--- src/rtl/ice_arb_pkg.sv ---
// Shared definitions for the round-robin / fixed-priority arbiter:
// FSM state encoding, mode constants and a width helper.
package ice_arb_pkg;

    typedef enum logic {
        IDLE = 1'b0,
        HOLD = 1'b1
    } arb_state_t;

    localparam logic MODE_FIXED = 1'b0;
    localparam logic MODE_RR    = 1'b1;

    // Index width for n items, never narrower than one bit.
    function automatic int idx_width(input int n);
        return (n > 1) ? $clog2(n) : 1;
    endfunction

endpackage

--- src/rtl/arb_pick.sv ---
// Combinational winner search: lowest eligible index (fixed) or first
// eligible index strictly above last_idx, wrapping (round-robin).
module arb_pick
    import ice_arb_pkg::*;
#(
    parameter int WIDTH = 8,
    parameter int IDXW  = idx_width(WIDTH)
) (
    input  logic [WIDTH-1:0] eligible,
    input  logic [IDXW-1:0]  last_idx,
    input  logic             rr_mode,
    output logic [WIDTH-1:0] winner,
    output logic [IDXW-1:0]  winner_idx,
    output logic             valid
);

    logic            any_valid;
    logic [IDXW-1:0] any_idx;
    logic            up_valid;
    logic [IDXW-1:0] up_idx;

    // Scanning downward leaves the lowest match in each category; when nothing
    // sits above last_idx, the lowest overall wraps around to last_idx last.
    always_comb begin
        any_valid = 1'b0;
        any_idx   = '0;
        up_valid  = 1'b0;
        up_idx    = '0;
        for (int i = WIDTH - 1; i >= 0; i--) begin
            if (eligible[i]) begin
                any_valid = 1'b1;
                any_idx   = IDXW'(i);
                if (i > int'(last_idx)) begin
                    up_valid = 1'b1;
                    up_idx   = IDXW'(i);
                end
            end
        end
    end

    assign valid      = any_valid;
    assign winner_idx = ((rr_mode == MODE_RR) && up_valid) ? up_idx : any_idx;

    generate
        for (genvar gi = 0; gi < WIDTH; gi++) begin : g_onehot
            assign winner[gi] = any_valid && (winner_idx == IDXW'(gi));
        end
    endgenerate

endmodule

--- src/rtl/rr_priority_arbiter.sv ---
// Single-grant arbiter with fixed or round-robin priority, per-requester
// masking, release handshake and optional hold-time limit.
module rr_priority_arbiter
    import ice_arb_pkg::*;
#(
    parameter int WIDTH    = 8,
    parameter int MAX_HOLD = 0
) (
    input  logic                          clk,
    input  logic                          rst,
    input  logic                          enable,
    input  logic                          latch,
    input  logic                          rr_mode,
    input  logic [WIDTH-1:0]              mask,
    input  logic [WIDTH-1:0]              requests,
    // 'release' is a reserved word, hence release_req.
    input  logic                          release_req,
    output logic [WIDTH-1:0]              grants,
    output logic [idx_width(WIDTH)-1:0]   grant_idx,
    output logic                          granted,
    output logic                          timeout
);

    localparam int IDXW  = idx_width(WIDTH);
    localparam int CNT_W = idx_width(MAX_HOLD + 1);
    localparam logic [CNT_W-1:0] HOLD_LIM  = CNT_W'(MAX_HOLD);
    localparam logic [IDXW-1:0]  LAST_INIT = IDXW'(WIDTH - 1);

    arb_state_t       state_reg, state_next;
    logic [WIDTH-1:0] grants_reg, grants_next;
    logic [IDXW-1:0]  grant_idx_reg, grant_idx_next;
    logic [IDXW-1:0]  last_idx_reg, last_idx_next;
    logic [CNT_W-1:0] hold_cnt_reg, hold_cnt_next;
    logic             timeout_reg, timeout_next;

    logic [WIDTH-1:0] eligible;
    logic [WIDTH-1:0] pick_onehot;
    logic [IDXW-1:0]  pick_idx;
    logic             pick_valid;
    logic             held_req;
    logic [CNT_W-1:0] cnt_inc;
    logic             hold_limit;
    logic             other_exit;
    logic             hold_exit;
    logic             start_hold;

    assign eligible = requests & ~mask;

    arb_pick #(
        .WIDTH (WIDTH),
        .IDXW  (IDXW)
    ) u_pick (
        .eligible   (eligible),
        .last_idx   (last_idx_reg),
        .rr_mode    (rr_mode),
        .winner     (pick_onehot),
        .winner_idx (pick_idx),
        .valid      (pick_valid)
    );

    assign held_req   = |(grants_reg & requests);
    assign cnt_inc    = hold_cnt_reg + CNT_W'(1);
    // The current HOLD cycle is the MAX_HOLD-th one when the count would reach the limit.
    assign hold_limit = (MAX_HOLD != 0) && (cnt_inc == HOLD_LIM);
    assign other_exit = release_req || !held_req || !enable;
    assign hold_exit  = other_exit || hold_limit;
    assign start_hold = enable && latch && pick_valid;

    always_ff @(posedge clk) begin
        if (rst) begin
            state_reg <= IDLE;
        end else begin
            state_reg <= state_next;
        end
    end

    always_comb begin
        state_next = state_reg;
        case (state_reg)
            IDLE:    if (start_hold) state_next = HOLD;
            HOLD:    if (hold_exit)  state_next = IDLE;
            default: state_next = IDLE;
        endcase
    end

    always_comb begin
        grants_next    = grants_reg;
        grant_idx_next = grant_idx_reg;
        last_idx_next  = last_idx_reg;
        hold_cnt_next  = hold_cnt_reg;
        timeout_next   = 1'b0;
        case (state_reg)
            IDLE: begin
                grants_next    = '0;
                grant_idx_next = '0;
                hold_cnt_next  = '0;
                if (start_hold) begin
                    grants_next    = pick_onehot;
                    grant_idx_next = pick_idx;
                end
            end
            HOLD: begin
                if (hold_exit) begin
                    grants_next    = '0;
                    grant_idx_next = '0;
                    hold_cnt_next  = '0;
                    last_idx_next  = grant_idx_reg;
                    timeout_next   = hold_limit && !other_exit;
                end else if (hold_cnt_reg != HOLD_LIM) begin
                    hold_cnt_next = cnt_inc;
                end
            end
            default: begin
                grants_next    = '0;
                grant_idx_next = '0;
                hold_cnt_next  = '0;
            end
        endcase
    end

    always_ff @(posedge clk) begin
        if (rst) begin
            grants_reg    <= '0;
            grant_idx_reg <= '0;
            last_idx_reg  <= LAST_INIT;
            hold_cnt_reg  <= '0;
            timeout_reg   <= 1'b0;
        end else begin
            grants_reg    <= grants_next;
            grant_idx_reg <= grant_idx_next;
            last_idx_reg  <= last_idx_next;
            hold_cnt_reg  <= hold_cnt_next;
            timeout_reg   <= timeout_next;
        end
    end

    assign grants    = grants_reg;
    assign grant_idx = grant_idx_reg;
    assign granted   = held_req;
    assign timeout   = timeout_reg;

endmodule

--- config.mk ---
export PLATFORM = sky130hd
export DESIGN_NAME = rr_priority_arbiter
export DESIGN_NICKNAME = d
export VERILOG_FILES = /design/src/rtl/ice_arb_pkg.sv /design/src/rtl/arb_pick.sv /design/src/rtl/rr_priority_arbiter.sv
export SDC_FILE = /design/constraint.sdc
export NUM_CORES = 1
export LEC_CHECK = 0
export ABC_AREA = 1
export CORE_MARGIN = 2
export CORE_UTILIZATION = 40
export DETAILED_ROUTE_END_ITERATION = 8
export GPL_TIMING_DRIVEN = 0
export PLACE_DENSITY = 0.7
export SLEW_MARGIN = 20
export SYNTH_ARGS = -nofsm -noshare
export SYNTH_HDL_FRONTEND = slang
export SYNTH_HIERARCHICAL = 1
export SYNTH_SLANG_ARGS = --single-unit
--- constraint.sdc ---
create_clock -name clk -period 1.95 [get_ports clk]
set_input_delay 0.39 -clock clk [delete_from_list [all_inputs] [get_ports clk]]
set_output_delay 0.39 -clock clk [all_outputs]
set_load 0.02 [all_outputs]
# ---- After elaboration in Yosys (flattened, before gate mapping)
# Index checks and enable logic that the tools add are counted.
dict set report word_totals {
  ff_bits 15
  input_bits 22
  output_inout_bits 13
  wordCells 95
}
dict set report op_classes {
  n_lt_le_gt_ge 7
  eq_ne 8
  n_mux 54
  n_bitwise 4
  n_reduce_logical 18
}
# op n
set op_table {}
lappend op_table {{$mux 3} 25}
lappend op_table {{$mux 1} 24}
lappend op_table {{$and 8x8->8} 2}
lappend op_table {{$mux 8} 2}
lappend op_table {{$pmux 8 s2} 1}
lappend op_table {{$eq 3x3->1 const B} 4}
lappend op_table {{$gt 3x3->1 const A} 4}
lappend op_table {{$logic_and 1x1->1} 11}
lappend op_table {{$not 8->8} 1}
lappend op_table {{$reduce_or 8->1} 1}
lappend op_table {{$eq 3x2->1 const B} 2}
lappend op_table {{$gt 2x3->1 const A} 2}
lappend op_table {{$pmux 3 s2} 1}
lappend op_table {{$eq 3x1->1 const B} 1}
lappend op_table {{$gt 1x3->1 const A} 1}
lappend op_table {{$logic_not 3->1} 1}
lappend op_table {{$logic_not 1->1} 2}
lappend op_table {{$logic_or 1x1->1} 2}
lappend op_table {{$ne 2x1->1 const B} 1}
lappend op_table {{$pmux 1 s2} 1}
lappend op_table {{$reduce_and 2->1} 1}
lappend op_table {{$not 1->1} 1}

# ---- Longest topological paths before layout
dict set report depth {
  word_depth 21
  mapped_depth 15
}

# ---- Modules after synthesis
# Netlist, hierarchy kept.
# module instances cells_per_inst area_per_inst_um2 seq_area_each_um2
set by_module_without_submodules {}
lappend by_module_without_submodules {rr_priority_arbiter 1 106 768.2 300.3}
lappend by_module_without_submodules {arb_pick 1 84 384.1 0.0}

# ---- Least setup slack after synthesis
# OpenSTA, ideal clock, no wires.
dict set report synth_timing {
  path_type {input to register}
  startpoint {in requests[2]}
  endpoint {reg grants_reg[0] (netlist: grants[0])}
  setup_time_ps 70
  arrival_ps 1522
  required_ps 1880
  path_slack_ps 357
  stages 13
  n_path_buf 0
  path_cell_list {inv_1 nor2_1 inv_1 nor2_1 nand2_1 nand2_2 o21ai_4 nand2_2 o21ai_4 nand2_1 nor2_1 nand2_1 a21oi_1}
}
dict set report synth_via {
  elab_chain_len 10
}
# element line_no
set synth_rtl {}
lappend synth_rtl {{start: declaration} rr_priority_arbiter.sv:15} ;# input logic [WIDTH-1:0] requests,
lappend synth_rtl {{$and 8x8->8 *} rr_priority_arbiter.sv:47} ;# assign eligible = requests & ~mask;
lappend synth_rtl {{named net eligible[2]} rr_priority_arbiter.sv:36} ;# logic [WIDTH-1:0] eligible;
lappend synth_rtl {{$mux 1} arb_pick.sv:30} ;# if (eligible[i]) begin
lappend synth_rtl {{$mux 1} arb_pick.sv:33} ;# if (i > int'(last_idx)) begin
lappend synth_rtl {{$mux 1} arb_pick.sv:30}
lappend synth_rtl {{$logic_and 1x1->1} arb_pick.sv:42} ;# assign winner_idx = ((rr_mode == MODE_RR) && up_valid) ? up_idx : any_idx;
lappend synth_rtl {{$mux 3} arb_pick.sv:42}
lappend synth_rtl {{$logic_not 3->1} arb_pick.sv:46} ;# assign winner[gi] = any_valid && (winner_idx == IDXW'(gi));
lappend synth_rtl {{$logic_and 1x1->1 *} arb_pick.sv:46}
lappend synth_rtl {{named net pick_onehot[0]} rr_priority_arbiter.sv:37} ;# logic [WIDTH-1:0] pick_onehot;
lappend synth_rtl {{$mux 8 *} rr_priority_arbiter.sv:97} ;# if (start_hold) begin
lappend synth_rtl {{$pmux 8 s2 *} rr_priority_arbiter.sv:92} ;# case (state_reg)
lappend synth_rtl {{end signal: assignment} rr_priority_arbiter.sv:129} ;# grants_reg <= grants_next;
lappend synth_rtl {{end: declaration} rr_priority_arbiter.sv:30} ;# logic [WIDTH-1:0] grants_reg, grants_next;
# Mark *: on every way through the listed nets, which the timed path passes. The rest lies on a longest branch.
# A chain may end at the register's enable or synchronous reset.

# ---- Worst setup path in the final report
dict set report layout_timing {
  startpoint {in mask[2]}
  endpoint {reg grants_reg[1] (netlist: grants[1])}
}
dict set report layout_via {
  elab_chain_len 11
}
# element line_no
set layout_rtl {}
lappend layout_rtl {{start: declaration} rr_priority_arbiter.sv:14} ;# input logic [WIDTH-1:0] mask,
lappend layout_rtl {{$not 8->8 *} rr_priority_arbiter.sv:47}
lappend layout_rtl {{$and 8x8->8 *} rr_priority_arbiter.sv:47}
lappend layout_rtl {{named net eligible[2]} rr_priority_arbiter.sv:36}
lappend layout_rtl {{$mux 1} arb_pick.sv:30}
lappend layout_rtl {{$mux 1} arb_pick.sv:33}
lappend layout_rtl {{$mux 1} arb_pick.sv:30}
lappend layout_rtl {{$logic_and 1x1->1} arb_pick.sv:42}
lappend layout_rtl {{$mux 3 *} arb_pick.sv:42}
lappend layout_rtl {{named net pick_idx[2]} rr_priority_arbiter.sv:38} ;# logic [IDXW-1:0] pick_idx;
lappend layout_rtl {{$eq 3x1->1 *} arb_pick.sv:46}
lappend layout_rtl {{$logic_and 1x1->1 *} arb_pick.sv:46}
lappend layout_rtl {{named net pick_onehot[1]} rr_priority_arbiter.sv:37}
lappend layout_rtl {{$mux 8 *} rr_priority_arbiter.sv:97}
lappend layout_rtl {{$pmux 8 s2 *} rr_priority_arbiter.sv:92}
# Marks and branches as above.

==> flow_metrics.py <==
metrics = {
    "job": {
        "drv_cap": 0,
    },
    "power": {
        "p_clk_share_pct": 22.2,
        "leakage_nw": 0.8186,
        "seqPwrFrac_pct": 42.0,
        "switching_share_pct": 33.86,
        "p_int_w": 0.0005125,
        "power.switching_w": 0.0002624,
        "p_per_area_mw_per_mm2": 448.5,
        "combPwrFrac_pct": 35.8,
        "irDropWorstVdd_uv": 410.6,
    },
    "critical_path": {
        "cp_num_buf_inv": 3,
        "timing.rr.start": "last_idx_reg[1]$_SDFFE_PP1P_",
        "worstSetupPathType": "in -> reg",
        "cp_slowest_cell": "clkdlybuf4s50_1",
        "worst_setup_path_end_kind": "flop",
        "start_kind": "input pin",
        "critical-path-max-stage-delay_ns": 0.47,
        "critical_path.cell_chain": "clkdlybuf4s50_1 -> nor2_2 -> inv_2 -> nor2_2 -> nand2_2 -> nand2_4 -> o21ai_4 -> nand2_4 -> o21ai_4 -> inv_2 -> nor2_2 -> nand2_1 -> a21oi_1",
        "cp-startpoint": "mask[2]",
        "cp.required_ns": 2.16,
        "critPathTopFamily": "buffers and inverters",
        "path_common_cell": "nor2_2",
        "worstPathMaxFanout": 5,
        "critPathArrivalTime_ns": 2.09,
    },
    "sta": {
        "hold_violations": 0,
        "fin_crit_sh_pct": 96.36,
        "clock.fmax_ghz": 0.5322,
        "drv_slew": 0,
        "clock_skew_ns": 0.01074,
        "hold_ws_ns": 0.5102,
        "fin_ws_ns": 0.07095,
        "fin_crit_ns": 1.879,
        "setup_violations": 0,
        "setup_tns_ns": 0,
        "rsz0062_at_grt": "true",
    },
    "synth": {
        "synth.largest_area_cell": "dfxtp_1",
        "ys_warn_count": 6,
        "synth.area.top_cells": "dfxtp_1 26%, nand2_1 20%, nor2_1 8.1%",
        "yosys_register_bits": 15,
        "syn_avg_cell_area_um2": 6.065,
        "netlist.area_leader.share_pct": 26.06,
        "yosysUniqueCellTypes": 24,
        "syn_nets": 212,
        "netlist_area_mm2": 0.001152,
        "synth_cells": 190,
        "synth.yosys.seq_area_share_pct": 26.06,
    },
    "cells_and_area": {
        "final_common_cell": "nand2_1",
        "instances_no_fill": 263,
        "syn_to_final_growth_pct": 49.95,
        "n_antenna_cell": 0,
        "fin_area_mm2": 0.001728,
        "drive_gt1_share_pct": 27.59,
        "final_cell_mix": "51 x nand2_1, 27 x clkdlybuf4s50_1, 15 x nand3_1, 15 x dfxtp_1, 14 x inv_1",
        "finalNetCount": 255,
        "fill_cells": 261,
        "largest_reg_flops": 8,
    },
    "clocking": {
        "cts_sinks": 15,
        "insertion_delay_ns": 0.29,
        "h-tree-depth": 1,
        "clkTransAtPathRegs_ns": 0.09,
        "root_buffer": "clkbuf_4",
        "cts_tree": "yes",
        "cts.path.max_buffers": 2,
        "hold_buffers": 0,
        "cts_buffers": 3,
    },
    "place": {
        "hpwlAfterDp_mm": 2.411,
        "placed_area_mm2": 0.001521,
        "gp_congestion": 0.8901,
        "place_ws_ns": -0.3562,
        "portBuffers": 33,
        "dp_cells": 254,
    },
    "route": {
        "vias": 1340,
        "postRouteAntennaNets": 0,
        "wl_per_cell_um": 12.29,
        "wl_mm": 3.231,
        "vias_per_cell": 5.095,
        "drc": 0,
        "drt-initial-drc-count": 49,
        "first_pass_iters": 4,
    },
    "global_routing": {
        "first_global_vias": 1096,
        "antenna_found_initial": 0,
        "grt_max_degree": 11,
        "grt_usage_pct": 17.92,
        "grt_pass1_wl_mm": 4.643,
        "globalRouteOverflowTotal": 0,
    },
    "outcome": {
        "status": "finished, final reports clean",
    },
    "floorplan": {
        "ioPinCount": 35,
        "die_x_um": 57.68,
        "fp-row-count": 19,
        "die_h_um": 57.68,
        "coreArea_mm2": 0.002758,
        "start_util_pct": 41.79,
        "fp.dieArea_mm2": 0.003326,
    },
    "hold_path": {
        "holdCritStartpoint": "grant_idx[1]$_SDFFE_PP0P_",
        "hold_class": "reg -> reg",
    },
}
## path summary, 6_finish.rpt
kind	endpoint	slack (ns)	cells past startpoint
max	grants[1]$_SDFFE_PP0P_	0.07	13
min	grant_idx[1]$_SDFFE_PP0P_	0.51	2
max reg2reg	grants[1]$_SDFFE_PP0P_	0.15	12
min reg2reg	grant_idx[1]$_SDFFE_PP0P_	0.51	2
## through the flow
step | total power [W] | util [%]
after floorplan | 0.0004751 | -
after global placement | 0.0005613 | 55.17
after detailed placement | 0.0005623 | 55.17
after CTS | 0.0007426 | 56.62
after global routing | 0.0008270 | 62.66
final | 0.0007750 | 62.66
## area by class of cell
class / count / area (um^2) / area share [%]
well taps: 31 / 38.79 / 2.245
multi-input cells: 146 / 839.6 / 48.59
clock buffers: 3 / 22.52 / 1.303
clock inverters: 1 / 5.005 / 0.2896
repair buffers: 38 / 375.4 / 21.72
inverters: 22 / 85.08 / 4.924
flip-flops and latches: 15 / 300.3 / 17.38
plain buffers: 7 / 61.31 / 3.548
## worst register-to-register path, delay by kind of cell, from the launching register on
family          cells  cell delay [ns]
compound gates      1             0.13
flops               1             0.49
simple gates       11             1.11
## power groups by stage
stage,Clock (W),Sequential (W),Combinational [W]
floorplan,0,0.000334,0.000141
global placement,0,0.000331,0.000230
detailed placement,0,0.000331,0.000231
CTS,0.000179,0.000324,0.000240
global route,0.000196,0.000326,0.000305
finish,0.000172,0.000325,0.000278
## cell families after synthesis
| group | after synthesis | synth area share [%] |
|---|---|---|
| DFF | 15 | 26.06 |
| buffers and inverters | 29 | 12.48 |
| other | 1 | 0.3254 |
| and+or+nand+nor | 128 | 51.79 |
| AOI/OAI and AO/OA | 17 | 9.337 |
## synthesized netlist by cell type (all sizes together)
master and count:
a21oi 12, buf 6, clkbuf 1, conb 1
dfxtp 15, inv 22, nand2 65, nand3 19
nand4 13, nor2 29, nor3 1, o21ai 5
or2 1
## metal layers
metal | share of wire (%) | track usage (%) | up-vias
met5 | 0 | 0 | -
met4 | 1.8 | 7.973 | 0
met3 | 4.2 | 1.563 | 7
met2 | 51 | 30.68 | 28
met1 | 43 | 22.88 | 615
li1 | - | - | 690
## repair_timing
item,4_1_cts,5_1_grt
pin swaps,2,27
setup buffers,2,3
gates cloned,0,0
resized for setup,6,46
endpoints found under the setup margin,9,13
Note: power is estimated with default switching activity, not from simulation.
